## src/rtl/sram_pkg.sv

```systemverilog
// Shared state encoding and counter sizing
// for the 16-bit asynchronous SRAM PHY.
package sram_pkg;

  typedef enum logic [2:0] {
    ST_IDLE   = 3'b001,
    ST_ACCESS = 3'b010,
    ST_DONE   = 3'b100
  } state_t;

  localparam int CNT_W = 4;

endpackage

```

## src/rtl/sram_phy_16.sv

```systemverilog
// 16-bit async SRAM PHY: IDLE/turnaround, timed
// strobe window, then one cycle of address/data hold.
module sram_phy_16
  import sram_pkg::*;
#(
  parameter int ADDR_W    = 10,
  parameter int RD_CYCLES = 2,
  parameter int WR_CYCLES = 2
) (
  input  logic              clock,
  input  logic              rst_n,
  input  logic [ADDR_W-1:0] address_16,
  input  logic [1:0]        byteena_16,
  input  logic [15:0]       data_16,
  input  logic              wren_16,
  input  logic              ce_16,
  output logic [15:0]       q_16,
  output logic              wait_16,
  output logic [ADDR_W-1:0] sram_addr,
  output logic [15:0]       sram_dq_o,
  output logic              sram_dq_oe,
  input  logic [15:0]       sram_dq_i,
  output logic              sram_ce_n,
  output logic              sram_oe_n,
  output logic              sram_we_n,
  output logic              sram_lb_n,
  output logic              sram_ub_n
);

  localparam logic [CNT_W-1:0] RD_LOAD = CNT_W'(RD_CYCLES - 1);
  localparam logic [CNT_W-1:0] WR_LOAD = CNT_W'(WR_CYCLES - 1);

  state_t              state_q, state_d;
  logic [CNT_W-1:0]    cnt_q, cnt_d;
  logic                wr_q, wr_d;
  logic [ADDR_W-1:0]   addr_q, addr_d;
  logic [15:0]         dq_o_q, dq_o_d;
  logic [15:0]         q_q, q_d;
  logic                dq_oe_q, dq_oe_d;
  logic                ce_n_q, ce_n_d;
  logic                oe_n_q, oe_n_d;
  logic                we_n_q, we_n_d;
  logic                lb_n_q, lb_n_d;
  logic                ub_n_q, ub_n_d;

  // Strobe registers are loaded with the value
  // the next state needs, so pads change on entry.
  always_comb begin
    state_d = state_q;
    cnt_d   = cnt_q;
    wr_d    = wr_q;
    addr_d  = addr_q;
    dq_o_d  = dq_o_q;
    q_d     = q_q;
    dq_oe_d = dq_oe_q;
    ce_n_d  = ce_n_q;
    oe_n_d  = oe_n_q;
    we_n_d  = we_n_q;
    lb_n_d  = lb_n_q;
    ub_n_d  = ub_n_q;
    unique case (state_q)
      ST_IDLE: begin
        if (ce_16) begin
          state_d = ST_ACCESS;
          addr_d  = address_16;
          wr_d    = wren_16;
          cnt_d   = wren_16 ? WR_LOAD : RD_LOAD;
          ce_n_d  = 1'b0;
          if (wren_16) begin
            dq_o_d  = data_16;
            dq_oe_d = 1'b1;
            we_n_d  = 1'b0;
            lb_n_d  = ~byteena_16[0];
            ub_n_d  = ~byteena_16[1];
          end else begin
            oe_n_d = 1'b0;
            lb_n_d = 1'b0;
            ub_n_d = 1'b0;
          end
        end
      end
      ST_ACCESS: begin
        if (cnt_q == '0) begin
          state_d = ST_DONE;
          we_n_d  = 1'b1;
          oe_n_d  = 1'b1;
          if (!wr_q) q_d = sram_dq_i;
        end else begin
          cnt_d = cnt_q - 1'b1;
        end
      end
      ST_DONE: begin
        state_d = ST_IDLE;
        ce_n_d  = 1'b1;
        oe_n_d  = 1'b1;
        we_n_d  = 1'b1;
        lb_n_d  = 1'b1;
        ub_n_d  = 1'b1;
        dq_oe_d = 1'b0;
      end
      default: begin
        state_d = ST_IDLE;
        ce_n_d  = 1'b1;
        oe_n_d  = 1'b1;
        we_n_d  = 1'b1;
        lb_n_d  = 1'b1;
        ub_n_d  = 1'b1;
        dq_oe_d = 1'b0;
      end
    endcase
  end

  always_ff @(posedge clock or negedge rst_n) begin
    if (!rst_n) begin
      state_q <= ST_IDLE;
      cnt_q   <= '0;
      wr_q    <= 1'b0;
      addr_q  <= '0;
      dq_o_q  <= '0;
      q_q     <= '0;
      dq_oe_q <= 1'b0;
      ce_n_q  <= 1'b1;
      oe_n_q  <= 1'b1;
      we_n_q  <= 1'b1;
      lb_n_q  <= 1'b1;
      ub_n_q  <= 1'b1;
    end else begin
      state_q <= state_d;
      cnt_q   <= cnt_d;
      wr_q    <= wr_d;
      addr_q  <= addr_d;
      dq_o_q  <= dq_o_d;
      q_q     <= q_d;
      dq_oe_q <= dq_oe_d;
      ce_n_q  <= ce_n_d;
      oe_n_q  <= oe_n_d;
      we_n_q  <= we_n_d;
      lb_n_q  <= lb_n_d;
      ub_n_q  <= ub_n_d;
    end
  end

  assign wait_16    = ce_16 & (state_q != ST_DONE);
  assign q_16       = q_q;
  assign sram_addr  = addr_q;
  assign sram_dq_o  = dq_o_q;
  assign sram_dq_oe = dq_oe_q;
  assign sram_ce_n  = ce_n_q;
  assign sram_oe_n  = oe_n_q;
  assign sram_we_n  = we_n_q;
  assign sram_lb_n  = lb_n_q;
  assign sram_ub_n  = ub_n_q;

endmodule

```

## config.mk

```make
export PLATFORM = sky130hd
export DESIGN_NAME = sram_phy_16
export DESIGN_NICKNAME = d
export VERILOG_FILES = /design/src/rtl/sram_pkg.sv /design/src/rtl/sram_phy_16.sv
export SDC_FILE = /design/constraint.sdc
export NUM_CORES = 1
export LEC_CHECK = 0
export CAP_MARGIN = 20
export CORE_UTILIZATION = 46
export DETAILED_ROUTE_END_ITERATION = 10
export PLACE_DENSITY = 0.85
export SETUP_SLACK_MARGIN = 0.3
export SLEW_MARGIN = 0
export SYNTH_ARGS = -nofsm -noshare
export SYNTH_HDL_FRONTEND = slang
export SYNTH_SLANG_ARGS = --single-unit
```

## constraint.sdc

```tcl
create_clock -name clock -period 3.3 [get_ports clock]
set_input_delay 0.33 -clock clock [delete_from_list [all_inputs] [get_ports clock]]
set_output_delay 0.33 -clock clock [all_outputs]
set_load 0.01 [all_outputs]
```

[Yosys cells after proc, flatten, opt, wreduce, memory -nomap -nowiden]
Cells that the tools add are included.
Cells by class
  add/subtract/negate cells: 1
  equality and inequality tests: 8
  mux-type cells: 24
  bitwise gates (word level): 5
  reductions and logical operators: 11
Operator list (number)
  AND reduction 3 bit: 6
  2-to-1 mux 1 bit: 12
  one-hot mux 1 bit (2 select lines): 6
  != test 2 bit, second input constant: 5
  2-to-1 mux 4 bit: 2
  one-hot mux 4 bit (2 select lines): 1
  2-to-1 mux 3 bit: 2
  one-hot mux 3 bit (2 select lines): 1
  AND reduction 2 bit: 3
  zero test 4 bit: 1
  inverter 1 bit: 4
  subtractor 4 x 1 -> 4 bit, second input constant: 1
  == test 3 x 1 -> 1 bit, second input constant: 1
  == test 3 x 2 -> 1 bit, second input constant: 1
  != test 3 bit, second input constant: 1
  nonzero test 2 bit: 1
  bitwise AND 1 bit: 1
Word-level totals
  register bits after elaboration: 56
  logic and storage cells: 61

[Depth between registers and ports, before layout]
Gate-level depths: netlist (run 1).
  depth in word-level cells: 4
  depth in mapped cells: 7

[Worst setup path after synthesis (run 1)]
No wires, ideal clock.
  path kind: flip-flop to flip-flop
  start: register cnt_q[0]
  end: register q_q[10], in the netlist q_16[10]
  arrival: 1.957 ns
  required time: 3.175 ns
  setup slack: 1.218 ns
  cell stages (with the launch flop): 8
  clock period less this slack: 2.082 ns
  path through: dfrtp_1 inv_1 ha_1 or3b_2 buf_2 nor3_4 buf_12 mux2_4
On the way
  word-level cells in the longest chain between the ends: 2
Ends and longest elaborated chain
  from (decl): RTL line sram_phy_16.sv:34  | logic [CNT_W-1:0] cnt_q, cnt_d;
  from (signal assigned): RTL line sram_phy_16.sv:129  | cnt_q <= cnt_d;
  zero test 4 bit: RTL line sram_phy_16.sv:83  | if (cnt_q == '0) begin
  AND reduction 3 bit (no source line)
  to (signal assigned): RTL line sram_phy_16.sv:133  | q_q <= q_d;
  to (decl): RTL line sram_phy_16.sv:38  | logic [15:0] q_q, q_d;
Every way passes these cells.
A chain may end at the register's enable or synchronous reset.

[Worst setup path after layout (run 1)]
  start: register cnt_q[0]
  end: register q_q[2], in the netlist q_16[2]
Same word-level chain as after synthesis.

==> metrics.cfg, run 1 <==
[place]
port_buffers=96
place_congestion=0.7299
post-place-ws_ps=968.9
hpwl_um=3688

[run_status]
status=complete, no violations

[route]
drt-vias-per-instance=4.994
vias=1598
routed_wl_um=5049
wl_per_cell_um=15.78
drt-initial-drc-count=48
drtPass1Iterations=4
ant_nets=0
drc=0

[yosys]
yosys_warnings=0
yosysTopAreaCell=dfrtp_1
synth_edf_count=0
yosys_most_used_dff=dfrtp_1
synth_common_cells=dfrtp_1 (50), mux2_2 (34), mux2_4 (10), dfstp_2 (6), inv_1 (6)
synth_async_sr_flop_share_pct=100.0
syn_area_um2=2341
syn_avg_cell_area_um2=15.10
synth.distinct_cells=36
synth_top_area_share_pct=53.45
post-synth-top-count-cell=dfrtp_1
synth-seq-cells=56
yosys-top-cells-area=dfrtp_1 (53%), mux2_2 (16%), dfstp_2 (6.7%)
syn-num-nets=204
syn_inst=155
ys_seq_area_share_pct=60.18

[global_route]
grt_usage_pct=21.08
grt_pass1_wl_um=8307
grt_pass1_vias=1738
overflow=0
antenna_found_initial=0
grt_max_degree=32

[clock_network]
cts_buffers=5
cts_tree=done
holdBufCountCts=0
cts_resized=0
cts_buffer_depth=2
htreeDepth=2
postCtsSetupBuffers=0
clk_pin_slew_ps=90
cts-root-buf=clkbuf_8
cts_sinks=56
clk-insertion-delay-late_ps=310

[timing]
finalHoldViolCount=0
period_share_pct=65.96
fin_ws_ps=1123
hold_slack_ps=7.858
max_freq_mhz=459.4
finalSetupTns_ps=0
rsz0062_at_grt=false
period_minus_slack_ps=2177
setup_viol=0
maxSlewHeadroom_pct=52.30
clock_skew_ps=6.527
tightest_slew_ps=714.0
slew_violations=0

[final_layout]
drive_above_1_share_pct=25.30
syn_to_final_growth_pct=45.91
finalNetCount=301
diodes=0
utilization_pct=70.91

[floorplan]
start_util_pct=48.60
die_w_um=73.34
fp-row-count=25
dieArea_um2=5379
die_h_um=73.34
core-area_um2=4817
num_io_pins=97

[critical_path]
crit_path_end_kind=flop
path_class=reg -> reg
critPathArrivalTime_ps=2370
crit_family=simple AND/OR/NAND/NOR gates
start_kind=flop
worstPathRequired_ps=3490
path_cells=inv_1 > ha_1 > or3b_2 > nor3_4 > buf_4 > mux2_2
worstPathMaxFanout=16
cp_num_buf_inv=2
max_stage_delay_ps=560
cpMaxStageDelayCell=or3b_2

[pwr]
report.power.total_uw=2892
vdd_drop_max_mv=0.4389
clkPwrFrac_pct=13.0
pwr-share-comb_pct=45.4
p_per_area_nw_per_um2=846.8
seq_power_share_pct=41.5
p_leak_uw=0.001458
swShare_pct=30.44
internal-power_uw=2012
power_switching_uw=880.4

[worst_hold_path]
hp-class=in -> async

[flow_run]
max_cap_viol_count=0

==> through the flow <==
step | std cells | cell area (um2)
2_1_floorplan | 155 | 2341
3_3_place_gp | 312 | 3322
3_5_place_dp | 312 | 3322
4_1_cts | 320 | 3416
5_1_grt | 320 | 3416
6_report | 320 | 3416
==> cells by family after synthesis <==
kind of cell	after synthesis	share of synthesized area, %
simple gates	23	6.574
fa+ha+maj	1	0.5344
flops	56	60.18
buf+inv	14	4.115
compound gates	14	4.597
mux	46	23.62
xor+xnor	1	0.3742
==> worst paths after layout <==
path,startpoint,end,slack (ps),cells after the start
worst max-delay path,cnt_q[0]$_DFFE_PN0P_,q_16[2]$_DFFE_PN0P_,1120,6
worst min register to register,sram_lb_n$_DFFE_PN1P_,sram_lb_n$_DFFE_PN1P_,500,1
worst max register to register,cnt_q[0]$_DFFE_PN0P_,q_16[2]$_DFFE_PN0P_,1120,6
min in group clock,sram_lb_n$_DFFE_PN1P_,sram_lb_n$_DFFE_PN1P_,500,1
max in group asynchronous,rst_n,sram_addr[6]$_DFFE_PN0P_,2500,2
worst min-delay path,rst_n,sram_dq_oe$_DFFE_PN0P_,8,1
==> power by group through the flow <==
stage               Combinational (uW)  Clock, uW  Sequential (uW)
floorplan                          539          0             1300
CTS                               1330        390             1200
global placement                  1290          0             1200
finish                            1310        377             1200
global route                      1410        421             1250
detailed placement                1320          0             1210
==> sequential cells by signal, indices dropped and copies added (netlist names) <==
| name | flops |
|---|---|
| cnt_q | 4 |
| q_16 | 16 |
| sram_addr | 10 |
| sram_ce_n | 1 |
| sram_dq_o | 16 |
| sram_dq_oe | 1 |
| sram_lb_n | 1 |
| sram_oe_n | 1 |
| sram_ub_n | 1 |
| sram_we_n | 1 |
| state_q | 3 |
| wr_q | 1 |
==> layer usage <==
metal  wire, um  GRT usage (%)  vias up
met5          0              0        -
met4         67          7.265        0
met3        494          9.739        5
met2       2532          34.88       65
met1       1954          24.22      789
li1           -              -      739
==> placed cells by master, fill, tap and decap left out, drive strengths merged, types with 3 or more instances in the layout <==
cell type,instances
inv,6
nand2,3
dfrtp,50
mux2,44
nor2,5
clkdlybuf4s50,95
dfstp,6
clkbuf,7
buf,3
==> layout make-up <==
class                           instances  area, um2
Tap cell                               67      83.83
Clock inverter                          1      7.507
Fill cell                             346       1401
Clock buffer                            7      86.33
Multi-Input combinational cell         85      835.8
Sequential cell                        56       1409
Inverter                                6      22.52
Timing Repair Buffer                   98      970.9
No activity file was read; power rests on OpenSTA's default activity.
==> run 2: changes to the inputs <==
CORE_UTILIZATION = 38   (was 46)
PLACE_DENSITY = 0.75   (was 0.85)
clock period = 1.9 ns   (was 3.3 ns; I/O delays follow)
==> run 2 against run 1 <==
Final area increased by 11%. Via count increased by 5.3%. Sequential power increased by 70%.
==> metrics.cfg, run 2 (synthesis gave the netlist of run 1 again) <==
[run_status]
status=complete, no violations

[global_route]
grt_usage_pct=16.59  ; -4.5 points
overflow=0  ; unchanged
grt_pass1_wl_um=8197  ; -1.3%
grt_pass1_vias=1769  ; +1.8%
grt_max_degree=30  ; -6.3%
antenna_found_initial=0  ; unchanged

[flow_run]
max_cap_viol_count=0  ; unchanged

[route]
routed_wl_um=5338  ; +5.7%
drc=0  ; unchanged
drt-vias-per-instance=4.725  ; -5.4%
ant_nets=0  ; unchanged
wl_per_cell_um=14.99  ; -5.0%
vias=1682  ; +5.3%
drtPass1Iterations=4  ; unchanged
drt-initial-drc-count=44  ; -8.3%

[final_layout]
final_area_um2=3799  ; +11%
diodes=0  ; unchanged
seqCellArea_um2=1410  ; about the same
layout_commonest_cell=clkdlybuf4s50_1
fill_cells=490  ; +42%
syn_to_final_growth_pct=62.27
layout_common_cells=clkdlybuf4s50_1 (90), dfrtp_1 (49), mux2_4 (24)
multi_input_area_um2=944.7  ; +13%
drive_above_1_share_pct=34.16  ; +8.9 points
finalNetCount=329  ; +9.3%
utilization_pct=64.16  ; -6.8 points

[clock_network]
cts_sinks=56  ; unchanged
cts_tree=done
cts_buffer_depth=2  ; unchanged
clk_pin_slew_ps=90  ; about the same
cts_buffers=5  ; unchanged
clk-insertion-delay-late_ps=300  ; about the same
htreeDepth=2  ; unchanged
cts-root-buf=clkbuf_8

[critical_path]
reg2regPathDepth=7  ; +1
reg2reg_to=q_16[13]$_DFFE_PN0P_
worstPathMaxFanout=8  ; -8
cp_num_buf_inv=3  ; +1
critPathArrivalTime_ps=2040  ; -330 ps
cpMaxStageDelayCell=or3b_4
crit_family=simple AND/OR/NAND/NOR gates
path_class=reg -> reg
path_cells=inv_1 > ha_2 > or3b_4 > nor3_4 > buf_6 > buf_12 > mux2_4
worstPathRequired_ps=2090  ; -1400 ps
startpoint=cnt_q[1]$_DFFE_PN0P_
start_kind=flop
crit_path_end_kind=flop
max_stage_delay_ps=400  ; -160 ps
r2r_setup_slack_ps=50  ; -1070 ps
cp.depth=7  ; +1
r2r_start=cnt_q[1]$_DFFE_PN0P_

[timing]
period_share_pct=97.42  ; +31 points
max_freq_mhz=540.3  ; +18%
finalSetupTns_ps=0  ; unchanged
rsz0062_at_grt=true
finalHoldViolCount=0  ; unchanged
maxSlewHeadroom_pct=57.09  ; +4.8 points
slew_violations=0  ; unchanged
period_minus_slack_ps=1851  ; -325.6 ps
fin_ws_ps=49.01  ; -1074 ps
setup_viol=0  ; unchanged
tightest_slew_ps=643.7  ; -70.31 ps
clock_skew_ps=6.613  ; +0.08576 ps

[floorplan]
num_io_pins=97  ; unchanged
die_w_um=80.49  ; +9.7%
core-area_um2=5921  ; +23%
start_util_pct=39.54  ; -9.1 points
die_h_um=80.49  ; +9.7%
fp-row-count=28  ; +12%
dieArea_um2=6479  ; +20%

[pwr]
power_switching_uw=1599  ; +82%
swShare_pct=29.60  ; -0.84 points
seq_power_share_pct=37.8  ; -3.7 points
p_per_area_nw_per_um2=1423  ; +68%
pwr-share-comb_pct=50.0  ; +4.6 points
vdd_drop_max_mv=0.7296  ; +66%
internal-power_uw=3804  ; +89%
p_leak_uw=0.001680  ; +15%
clkPwrFrac_pct=12.2  ; -0.8 points
report.power.total_uw=5404  ; +87%

[place]
place_congestion=0.7971  ; +9.2%
hpwl_um=3606  ; -2.2%
post_dp_cell_area_um2=3442  ; +3.6%
port_buffers=96  ; unchanged
post-place-ws_ps=45.46  ; -923.5 ps

[worst_hold_path]
hp-class=in -> async

run 2: cell types whose count changed in the layout (fill, tap and decap cells not counted), sizes merged:
| cell | previous run | this run |
|---|---|---|
| and4bb | 1 | 2 |
| buf | 3 | 29 |
| clkbuf | 7 | 8 |
| clkdlybuf4s50 | 95 | 90 |
| clkinvlp | 1 | 0 |
| dlygate4sd3 | 0 | 1 |
| dlymetal6s2s | 0 | 4 |
| nand2 | 3 | 4 |
run 2: final cells by class:
type                            count  area share (%)
Tap cell                           75           2.470
Clock buffer                        8           2.372
Timing Repair Buffer              124           32.58
Multi-Input combinational cell     87           24.87
Sequential cell                    56           37.12
Inverter                            6          0.5929
run 2: how the worst max path moves through the flow:
stage | to | slack, ps
CTS | q_16[13]$_DFFE_PN0P_ | 60
floorplan | q_16[10]$_DFFE_PN0P_ | -130
global route | q_16[0]$_DFFE_PN0P_ | -20
global placement | q_16[2]$_DFFE_PN0P_ | 70
detailed placement | q_16[3]$_DFFE_PN0P_ | 50
finish | q_16[13]$_DFFE_PN0P_ | 50
run 2: stage by stage:
step / hold WS [ps] / instances
after global routing: 478.8 / 356
after detailed placement: 261.0 / 330
after floorplan: -105.6 / 155
after CTS: 487.1 / 349
final: 455.6 / 356
after global placement: 260.7 / 330
run 2: repair_timing:
action                                  4_1_cts  5_1_grt
setup buffers                                 9        5
hold endpoints to repair                     28        0
pin swaps                                     3        1
gates cloned                                  1        2
endpoints found under the setup margin       46       50
gates resized for setup                      17       18
hold buffers                                  1        0
run 2: metal layers:
| metal | track usage [%] | part of all wire, % |
|---|---|---|
| met1 | 21.29 | 45 |
| met2 | 27.46 | 49 |
| met3 | 4.659 | 5.2 |
| met4 | 4.107 | 0.77 |
| met5 | 0 | 0 |
run 2: worst reg2reg max path: cells and delay by family (launching register included):
| family | cells | cell delay, ps |
|---|---|---|
| AND/OR/NAND/NOR | 2 | 520 |
| flip-flops | 1 | 390 |
| buffers and inverters | 3 | 360 |
| multiplexers | 1 | 300 |
| adder cells (fa/ha/maj) | 1 | 170 |
run 2: power groups by stage:
stage | registers [uW] | clock network (uW) | logic, uW
after floorplan | 2260 | 0 | 980
after global placement | 2050 | 0 | 2370
after detailed placement | 2070 | 0 | 2420
after CTS | 2040 | 680 | 2590
after global routing | 2110 | 737 | 2890
final | 2040 | 659 | 2700
==> run 3: changes to the inputs <==
CAP_MARGIN = unset   (was 20)
==> results of run 3 <==
Final layout, timing and power as in run 2 (identical DEF).
